--- src/rtl/interrupt_pkg.sv ---
// interrupt_pkg: shared state encoding, limits and vector arithmetic for the interrupt controller
package interrupt_pkg;
    typedef enum logic [1:0] {
        IDLE    = 2'd0,
        REQUEST = 2'd1,
        SERVICE = 2'd2
    } state_t;

    localparam int MAX_SOURCES = 8;

    // Handler address wraps modulo 256 because rom addresses are 8 bits
    function automatic logic [7:0] vec_addr(input logic [7:0] base, input logic [7:0] stride, input logic [2:0] id);
        logic [7:0] off;
        off = stride * {5'd0, id};
        return base + off;
    endfunction
endpackage

--- src/rtl/irq_priority_encoder.sv ---
// irq_priority_encoder: lowest-index set bit of the candidate vector
module irq_priority_encoder #(
    parameter int N = 4
) (
    input  logic [N-1:0] cand,
    output logic [2:0]   id,
    output logic         valid
);
    // Scan from the top so the lowest set index is written last and wins
    always_comb begin
        id = '0;
        valid = 1'b0;
        for (int i = N - 1; i >= 0; i--) begin
            if (cand[i]) begin
                id = 3'(i);
                valid = 1'b1;
            end
        end
    end
endmodule

--- src/rtl/interrupt_controller.sv ---
// interrupt_controller: edge-detected, masked, prioritised interrupt dispatch to the rom jump path
module interrupt_controller
    import interrupt_pkg::*;
#(
    parameter int         NUM_SOURCES   = 4,
    parameter logic [7:0] VECTOR_BASE   = 8'hF0,
    parameter int         VECTOR_STRIDE = 4
) (
    input  logic                   clk,
    input  logic                   rst,
    input  logic [NUM_SOURCES-1:0] irq,
    input  logic                   mask_w_enable,
    input  logic [NUM_SOURCES-1:0] mask_w_data,
    input  logic                   global_w_enable,
    input  logic                   global_w_data,
    input  logic                   ack,
    input  logic                   reti,
    output logic                   jump,
    output logic [7:0]             vector,
    output logic                   status,
    output logic [2:0]             active_id,
    output logic [NUM_SOURCES-1:0] pending,
    output logic [NUM_SOURCES-1:0] mask
);
    state_t                 state, state_next;
    logic [NUM_SOURCES-1:0] irq_q, clr;
    logic                   global_en, win_valid, dispatch, take, done;
    logic [2:0]             win_id;

    irq_priority_encoder #(.N(NUM_SOURCES)) u_enc (
        .cand  (pending & mask),
        .id    (win_id),
        .valid (win_valid)
    );

    // Next-state logic; dispatch/take/done mark the edges that move the registered outputs
    always_comb begin
        state_next = state;
        dispatch = 1'b0;
        take = 1'b0;
        done = 1'b0;
        case (state)
            IDLE:    if (global_en && win_valid) begin dispatch = 1'b1; state_next = REQUEST; end
            REQUEST: if (ack) begin take = 1'b1; state_next = SERVICE; end
            SERVICE: if (reti) begin done = 1'b1; state_next = IDLE; end
            default: state_next = IDLE;
        endcase
    end

    assign clr = take ? (NUM_SOURCES'(1) << active_id) : '0;

    // State, configuration and registered outputs; a new edge beats a same-cycle clear
    always_ff @(posedge clk or negedge rst) begin
        if (!rst) begin
            state     <= IDLE;
            irq_q     <= '0;
            pending   <= '0;
            mask      <= '0;
            global_en <= 1'b0;
            jump      <= 1'b0;
            vector    <= '0;
            status    <= 1'b0;
            active_id <= '0;
        end else begin
            state     <= state_next;
            irq_q     <= irq;
            pending   <= (pending & ~clr) | (irq & ~irq_q);
            mask      <= mask_w_enable ? mask_w_data : mask;
            global_en <= global_w_enable ? global_w_data : global_en;
            jump      <= dispatch ? 1'b1 : (take ? 1'b0 : jump);
            vector    <= dispatch ? vec_addr(VECTOR_BASE, 8'(VECTOR_STRIDE), win_id) : vector;
            active_id <= dispatch ? win_id : active_id;
            status    <= take ? 1'b1 : (done ? 1'b0 : status);
        end
    end
endmodule
--- config.mk ---
export PLATFORM = sky130hd
export DESIGN_NAME = interrupt_controller
export DESIGN_NICKNAME = d
export VERILOG_FILES = /design/src/rtl/interrupt_pkg.sv /design/src/rtl/irq_priority_encoder.sv /design/src/rtl/interrupt_controller.sv
export SDC_FILE = /design/constraint.sdc
export NUM_CORES = 1
export LEC_CHECK = 0
export ABC_AREA = 1
export BUFFER_PORTS_ARGS = -buffer_cell sky130_fd_sc_hd__buf_2
export CAP_MARGIN = 20
export CORE_MARGIN = 1.5
export CORE_UTILIZATION = 42
export CTS_CLUSTER_SIZE = 12
export DETAILED_ROUTE_END_ITERATION = 7
export GPL_TIMING_DRIVEN = 0
export HOLD_SLACK_MARGIN = 0.02
export PLACE_DENSITY = 0.73
export SLEW_MARGIN = 20
export SYNTH_ARGS = -nofsm -noshare
export SYNTH_HDL_FRONTEND = slang
export SYNTH_HIERARCHICAL = 1
export SYNTH_SLANG_ARGS = --single-unit
--- constraint.sdc ---
create_clock -name clk -period 1.1 [get_ports clk]
set_clock_uncertainty 0.2 [all_clocks]
set_input_delay 0.055 -clock clk [delete_from_list [all_inputs] [get_ports clk]]
set_output_delay 0.055 -clock clk [all_outputs]
set_load 0.03 [all_outputs]
==> flow_summary.yaml, run 1 <==
cts:
  cts_tree: "built"
  clkTransAtPathRegs_ns: 0.13
  worst_skew_pair.late_latency_ns: 0.31
  cts.sinks: 21
  cts_buffers: 3
  cts-htree-levels: 1
  cts_max_path_buffers: 2
  cts-root-buf: "clkbuf_4"
cells_and_area:
  area_delta_synth_final_pct: 85.8
  register_area_sq_um: 541
  multi_input_area_sq_um: 404
  drive_above_1_share_pct: 61.0
  final-instance-count-excl-fill: 210
  antenna_cells: 0
  fillers: 133
  fin_nets: 198
  final_util_pct: 81.3
worst_setup_path:
  crit_required_ns: 0.84
  path_class: "reg2out"
  startpoint_type: "register"
  end_kind: "output port"
  cp_data_arrival_time_ns: 1.05
  path_max_fanout: 5
timing:
  finalSetupViolCount: 34
  fmax_ghz: 0.769
  grt_setup_unrepaired: "yes"
  setup_slack_ns: -0.200
  drv_slew: 0
  fin_crit_sh_pct: 118
  setup-tns-final_ns: -4.41
  fin_crit_ns: 1.30
  fin_hold_ws_ns: -0.00780
  finalHoldViolCount: 20
global_route:
  grt.overflow.total: 0
  grt_pass1_vias: 981
  antenna_found_initial: 0
  grt_usage_pct: 21.5
  grt_pass1_wl_um: 4030
  grt_max_degree: 22
placement:
  post-place-cells: 170
  dp.final_hpwl_um: 1290
  gp_congestion: 0.756
  port_buffers: 33
die:
  design.portCount: 36
  rows: 17
  die_h_um: 50.6
  die_x_um: 50.6
  coreArea_sq_um: 2170
  start_util_pct: 43.8
  die_area_sq_um: 2560
synth:
  yosysSeqAreaShare_pct: 55.3
  synth_edf_count: 0
  synthCells: 108
  synth_ff_type: "dfrtp_1"
  syn_avg_cell_area_sq_um: 8.79
  syn_area_sq_um: 950
  ys_types: 14
  async_flop_share_pct: 100
  synth_seq_cells: 21
  synth_warnings: 6
detailed_routing:
  route.detailed.drc: 0
  ant_nets: 0
  dr.pass1.iters: 4
  wl_per_cell_um: 12.1
  routed_wirelength_um: 2530
  drt_iter0_drc: 2
  avgViaCountPerCell: 4.45
  vias: 935
worst_hold_path:
  hp-class: "in2async"
run_status:
  outcome: "finished with violations"
  violations: "negative hold slack, negative setup slack"
power:
  vdd_drop_max_mv: 1.51
  power.density_nw_per_um2: 2360
  power.static_leakage_nw: 0.893
flow_run:
  cap_violations: 0
[timing repair]
| action | in CTS | in global routing |
|---|---|---|
| gates resized for setup | 59 | 24 |
| setup endpoints to repair | 31 | 32 |
| endpoints found under the hold margin | 38 | 0 |
| hold buffers | 14 | 0 |
| buffers inserted | 12 | 9 |
| pin swaps | 9 | 10 |
| gates cloned | 1 | 0 |
[synthesized netlist by cell type (2+ instances only)]
cell      n  area, sq um
nand2_1  36          135
dfrtp_1  21          526
inv_1    18         67.6
buf_4     8         60.1
nor2_1    8         30.0
mux2_2    5         56.3
o21ai_1   4         20.0
conb_1    2         7.51
[area by class of cell]
cell class,count,share of cell area [%]
well taps,28,1.99
clock buffers,3,1.28
repair buffers,68,34.5
multi-input cells,63,22.9
inverters,18,3.97
plain buffers,8,4.47
flip-flops and latches,21,30.6
clock inverters,1,0.284
[flip-flops by register name, indices dropped and copies added, names as in the netlist]
name and cells:
vector 1, irq_q 4, active_id 3, global_en 1
status 1, pending 4, mask 4, state 2
jump 1
[routing by layer]
| metal | up-vias | GRT usage [%] | share of wire [%] |
|---|---|---|---|
| met2 | 22 | 39.9 | 56 |
| met1 | 446 | 22.6 | 39 |
| met5 | - | 0 | 0 |
| met4 | 0 | 13.5 | 1.8 |
| met3 | 4 | 2.68 | 2.7 |
| li1 | 463 | - | - |
[cell families (layout without fill, tap and decap cells)]
| family | Yosys count | count (layout) | share of synthesized area [%] |
|---|---|---|---|
| AO/OA/AOI/OAI | 7 | 7 | 4.35 |
| buffers and inverters | 26 | 98 | 13.4 |
| flip-flops | 21 | 21 | 55.3 |
| multiplexers | 5 | 5 | 5.93 |
| other | 2 | 3 | 0.791 |
| AND/OR/NAND/NOR | 47 | 48 | 20.2 |
[path summary, 6_finish.rpt]
path                            startpoint          to  slack, ns  cells past startpoint
max in group asynchronous              rst   vector[5]       0.37                      2
min in group clk                    irq[0]    irq_q[0]       0.19                      2
worst max register to register  pending[3]   vector[5]      -0.20                      7
worst max-delay path             vector[5]   vector[5]      -0.20                      2
worst min-delay path                   rst    irq_q[3]     -0.008                      2
worst min register to register    irq_q[3]  pending[3]       0.29                      3
[through the flow]
stage	total power [W]	setup slack (ns)	instance area (sq um)
2_1_floorplan	0.00220	-0.218	975
3_3_place_gp	0.00254	-0.207	1170
3_5_place_dp	0.00258	-0.226	1170
4_1_cts	0.00376	-0.194	1620
5_1_grt	0.00438	-0.272	1760
6_report	0.00416	-0.200	1760
[layout by cell type (no fill, tap or decap), drive strengths merged, types with 2 or more instances in the layout]
cell type	instances
buf	62
nand2	36
dfrtp	21
inv	18
dlygate4sd3	14
nor2	9
mux2	5
o21ai	5
conb	3
clkbuf	3
nand3	2
[report_power, final]
part	internal [W]	switching (W)	total [W]
combinational	0.00128	0.00124	0.00252
sequential	0.000987	0.000252	0.00124
clock	0.000136	0.000264	0.000400
[critical path, cell delays in order (launching register included)]
cell and delay (ns):
dfrtp_2 0.48, buf_6 0.13, buf_6 0.12
Note: power is estimated with default switching activity, not from simulation.
==> run 2, diff against run 1 <==
CORE_UTILIZATION = 41   (was 42)
SYNTH_HIERARCHICAL = not set   (was 1)
==> run 2 against run 1 <==
Area after synthesis is 10% lower; register-to-register slack better by 0.07 ns; largest cell class unchanged; critical path type unchanged; the run ends with negative setup slack left; global-route usage is 3.4 points lower.
==> flow_summary.yaml, run 2 <==
worst_hold_path:
  hp-class: "in2async"
placement:
  pre_cts_ws_ns: -0.138
  gp_congestion: 0.734
  port_buffers: 32
  dp.final_hpwl_um: 1210
power:
  p_seq_share_pct: 35.1
  switching_power_w: 0.00136
  power.static_leakage_nw: 0.720
  p_int_w: 0.00194
  vdd_drop_max_mv: 1.62
  power.density_nw_per_um2: 2190
  comb_power_share_pct: 54.2
  switching_share_pct: 41.2
  clkPwrFrac_pct: 10.8
timing:
  drv_slew: 0
  finalSetupViolCount: 27
  fin_crit_ns: 1.27
  fin_crit_sh_pct: 116
  fmax_ghz: 0.785
  setup_slack_ns: -0.174
  grt_setup_unrepaired: "yes"
  finalHoldViolCount: 0
worst_setup_path:
  path_class: "reg2out"
  max_stage_delay_ns: 0.47
  rrSetupSlack_ns: -0.13
  path_max_fanout: 5
  cp_common_cell: "buf_6"
  cpLargestDelayFamily: "flip-flops"
  cp_slowest_cell: "dfrtp_2"
  crit_required_ns: 0.84
  cp_num_buf_inv: 2
  end_kind: "output port"
  startpoint_type: "register"
  cp_cell_sequence: "buf_6, buf_6"
  cp_data_arrival_time_ns: 1.02
die:
  rows: 16
  design.portCount: 36
  die_area_sq_um: 2360
  die_h_um: 48.6
  coreArea_sq_um: 1960
  die_x_um: 48.6
  start_util_pct: 43.4
detailed_routing:
  avgViaCountPerCell: 4.67
  routed_wirelength_um: 2200
  vias: 794
  wl_per_cell_um: 12.9
  drt_iter0_drc: 7
  dr.pass1.iters: 4
  ant_nets: 0
  route.detailed.drc: 0
cts:
  cts-root-buf: "clkbuf_4"
  worst_skew_pair.late_latency_ns: 0.29
  clkTransAtPathRegs_ns: 0.11
  cts-htree-levels: 1
  cts.sinks: 20
  cts_max_path_buffers: 2
  cts_buffers: 3
  cts_tree: "built"
synth:
  yosys-top-cells-area: "dfrtp_1 59%, buf_4 7.0%, nand2_1 7.0%, mux2_1 6.6%, o21ai_1 5.3%"
  synth_ff_type: "dfrtp_1"
  yosysSeqAreaShare_pct: 58.7
  yosysMostFrequentCell: "dfrtp_1"
  synth_edf_count: 0
  synth_seq_cells: 20
  yosysTopAreaCell: "dfrtp_1"
  synth_warnings: 0
  synthCells: 81
  syn_avg_cell_area_sq_um: 10.5
  ys_types: 17
  async_flop_share_pct: 100
  yosys-top-cells-count: "20 x dfrtp_1, 16 x nand2_1, 9 x inv_1, 9 x o21ai_1, 8 x buf_4"
  syn_area_sq_um: 852
  synth_top_area_share_pct: 58.7
run_status:
  violations: "negative setup slack"
  outcome: "finished with violations"
cells_and_area:
  top_regs: "irq_q: 4 flops, mask: 4 flops, pending: 4 flops"
  fin_nets: 159
  drive_above_1_share_pct: 58.0
  final_cell_mix: "23 x buf_6, 15 x buf_2, 14 x dlygate4sd3_1"
  layout_commonest_cell: "buf_6"
  area_delta_synth_final_pct: 77.2
  antenna_cells: 0
  final_util_pct: 77.0
global_route:
  grt_pass1_wl_um: 3350
  grt_max_degree: 21
  grt_pass1_vias: 771
  grt.overflow.total: 0
  antenna_found_initial: 0
  grt_usage_pct: 18.1
flow_run:
  cap_violations: 0
run 2: changes by cell type after synthesis, sizes merged:
cell	delta
nor3	-1
o211ai	+1
conb	-1
nand2	-20
dfrtp	-1
nand3b	+1
nor3b	+1
a21boi	+1
nand3	+4
inv	-8
o21ai	+4
nor2	-8
run 2: worst reg2reg max path, stage by stage, from the launching register on:
cell	delay (ns)
dfrtp_1	0.43
inv_2	0.13
nand3_4	0.15
o21ai_2	0.15
o21ai_1	0.07
run 2: power by group through the flow:
stage	registers, W	clock network, W	logic (W)
floorplan	0.00135	0	0.000521
global placement	0.00111	0	0.00105
detailed placement	0.00111	0	0.00107
CTS	0.00111	0.000368	0.00154
global route	0.00118	0.000382	0.00191
finish	0.00116	0.000356	0.00179
run 2: kinds of logic after synthesis:
logic type	share of synthesized area (%)
AND/OR/NAND/NOR	14.2
flip-flops	58.7
buffers and inverters	11.5
AO/OA/AOI/OAI	8.52
multiplexers	6.61
other	0.440
run 2: timing repair:
action                                  CTS  global route
endpoints found under the setup margin   27            29
pin swaps                                 4             5
hold endpoints to repair                 37             0
setup buffers                             5             5
hold buffers                             14             0
gates resized for setup                  40            20
run 2: layout make-up:
class	count	area, sq um
multi-input combinational	45	334
clock buffer	4	26.3
timing repair buffer	56	485
inverter	10	37.5
buffer	8	78.8
fill	141	452
tap	27	33.8
sequential	20	514
run 2: path summary, 6_finish.rpt:
check,cells after the start,to,start
max in group asynchronous,2,pending[1],rst
worst min register to register,1,pending[1],irq_q[1]
min in group clk,2,irq_q[2],irq[2]
worst max register to register,4,pending[0],state[1]
worst max-delay path,2,vector[6],vector[6]
worst min-delay path,2,active_id[0],rst
run 2: layer usage:
layer | vias to the layer above | wire length, um | global-route usage (%)
met4 | 0 | 23 | 5.71
met3 | 4 | 90 | 2.47
met1 | 386 | 905 | 21.4
met5 | - | 0 | 0
met2 | 27 | 1180 | 33.8
li1 | 377 | - | -
run 2: metrics by stage:
stage	hold slack (ns)	instance area (sq um)	TNS [ns]	instances	power, W
after detailed placement	-0.180	1060	-0.568	142	0.00219
final	0.100	1510	-2.36	170	0.00330
after global placement	-0.183	1060	-0.431	142	0.00216
after CTS	0.0374	1400	-2.17	165	0.00301
after global routing	0.125	1510	-3.57	170	0.00347
after floorplan	-0.441	871	-0.375	83	0.00187
==> run 3, diff against run 2 <==
--- a/config.mk
+++ b/config.mk
@@ -17,2 +17,3 @@
 export PLACE_DENSITY = 0.73
+export SETUP_SLACK_MARGIN = 0.5
 export SLEW_MARGIN = 20
--- a/constraint.sdc
+++ b/constraint.sdc
@@ -4,2 +4,2 @@
 set_output_delay 0.055 -clock clk [all_outputs]
-set_load 0.03 [all_outputs]
+set_load 0.1 [all_outputs]
==> run 3 against run 2 <==
The flow finishes with violations (negative hold slack, negative setup slack); core utilization is 12 points higher; final area is 15% higher; global-route usage is 3.6 points higher; via count is 4.2% lower; combinational power is 96% higher; sequential share of layout area is 2.2 points lower; critical path depth stayed put; non-clock buffer count is 11 lower; sequential cell count stayed put; cell count is 6.5% lower; critical endpoint unchanged; highest routed layer unchanged.
==> flow_summary.yaml, run 3 (synthesized netlist as in run 2, its figures left out) <==
run_status:
  outcome: "finished with violations"
  violations: "negative hold slack, negative setup slack"
power:
  vdd_drop_max_mv: 2.28
  power.static_leakage_nw: 0.817
  clkPwrFrac_pct: 8.6
  switching_share_pct: 49.9
  switching_power_w: 0.00265
  power.density_nw_per_um2: 3050
  p_int_w: 0.00265
  comb_power_share_pct: 66.2
  p_seq_share_pct: 25.3
worst_setup_path:
  path_max_fanout: 5
  end_kind: "output port"
  startpoint_type: "register"
  r2r-end: "pending[0]"
  reg2reg_depth: 5
  rrSetupSlack_ns: -0.22
  path_class: "reg2out"
  crit_required_ns: 0.84
  r2r-start: "active_id[0]"
  cp_data_arrival_time_ns: 1.18
timing:
  setup-tns-final_ns: -5.69
  fmax_ghz: 0.699
  setup_slack_ns: -0.331
  fin_crit_ns: 1.43
  drv_slew: 0
  fin_crit_sh_pct: 130
  fin_hold_ws_ns: -0.542
  finalSetupViolCount: 32
  finalHoldViolCount: 37
  grt_setup_unrepaired: "yes"
placement:
  dp.final_hpwl_um: 1260
  gp_congestion: 0.730
  pre_cts_ws_ns: -0.130
  port_buffers: 32
  post-place-cells: 142
  dpl-instance-area_sq_um: 1170
flow_run:
  cap_violations: 0
die:
  die_area_sq_um: 2360
  start_util_pct: 43.4
  coreArea_sq_um: 1960
  die_h_um: 48.6
  design.portCount: 36
  die_x_um: 48.6
  rows: 16
global_route:
  antenna_found_initial: 0
  grt_pass1_vias: 813
  grt_usage_pct: 21.6
  grt_pass1_wl_um: 3840
  grt.overflow.total: 0
  grt_max_degree: 21
cells_and_area:
  fin_area_sq_um: 1740
  final_cell_mix: "21 x buf_12, 14 x buf_2, 13 x dfrtp_4"
  final-instance-count-excl-fill: 159
  area_delta_synth_final_pct: 104
  antenna_cells: 0
  drive_above_1_share_pct: 79.5
  fin_nets: 148
  layout_commonest_cell: "buf_12"
  fillers: 85
  top_regs: "irq_q: 4 flops, mask: 4 flops, pending: 4 flops"
detailed_routing:
  dr.pass1.iters: 4
  avgViaCountPerCell: 4.79
  drt_iter0_drc: 10
  wl_per_cell_um: 17.2
  route.detailed.drc: 0
  vias: 761
  routed_wirelength_um: 2740
  ant_nets: 0
cts:
  cts_max_path_buffers: 2
  cts_tree: "built"
  clkTransAtPathRegs_ns: 0.12
  cts-root-buf: "clkbuf_4"
  cts-htree-levels: 1
  cts_buffers: 3
  cts.sinks: 20
  worst_skew_pair.late_latency_ns: 0.32
worst_hold_path:
  hp-class: "in2async"
[run 3: cell types whose count changed in the layout (fill, tap and decap cells not counted), moves of 6 or more]
cell / previous run / this run
dlygate4sd3_1: 14 / 0
nand2_1: 10 / 4
dfrtp_4: 0 / 13
buf_12: 0 / 21
dfrtp_2: 11 / 3
nand2_4: 0 / 6
buf_6: 23 / 10
[run 3: critical path, stage by stage (launching register included)]
cell and delay, ns:
dfrtp_4 0.56, buf_12 0.15, buf_12 0.15
[run 3: power groups by stage]
stage | logic (W) | clock network [W] | registers, W
after global placement | 0.00204 | 0 | 0.00120
after floorplan | 0.000799 | 0 | 0.00217
after global routing | 0.00362 | 0.000497 | 0.00136
after detailed placement | 0.00206 | 0 | 0.00122
final | 0.00351 | 0.000453 | 0.00134
after CTS | 0.00311 | 0.000433 | 0.00129
[run 3: area by class of cell]
cell class                      instances  area, sq um  area share, %
Timing Repair Buffer                   45          549           31.6
Sequential cell                        20          553           31.8
Multi-Input combinational cell         45          407           23.4
Buffer                                  8          114           6.55
Tap cell                               27         33.8           1.94
Inverter                               10         45.0           2.59
Clock buffer                            4         36.3           2.09
[run 3: worst max-delay path by stage]
stage	start	endpoint	cells past startpoint
6_report	vector[6]	vector[6]	2
3_3_place_gp	vector[6]	vector[5]	2
2_1_floorplan	pending[2]	active_id[0]	6
5_1_grt	vector[6]	vector[6]	2
3_5_place_dp	vector[6]	vector[6]	2
4_1_cts	vector[6]	vector[6]	2
[run 3: repair_timing]
item | in CTS | in global routing
endpoints found under the setup margin | 34 | 34
gates resized for setup | 95 | 20
hold endpoints to repair | 37 | 37
pin swaps | 16 | 12
buffers inserted | 8 | 5
[run 3: metrics by stage]
step                util (%)  power [W]
finish                  88.6    0.00530
global route            88.6    0.00548
CTS                     83.0    0.00483
detailed placement      59.6    0.00328
global placement        59.6    0.00324
floorplan                  -    0.00297
[run 3: metal layers]
layer / up-vias / GRT usage, % / routed length, um
met1: 382 / 26.0 / 1100
met5: - / 0 / 0
met4: 0 / 7.14 / 47
li1: 353 / - / -
met2: 22 / 40.5 / 1490
met3: 4 / 2.16 / 108
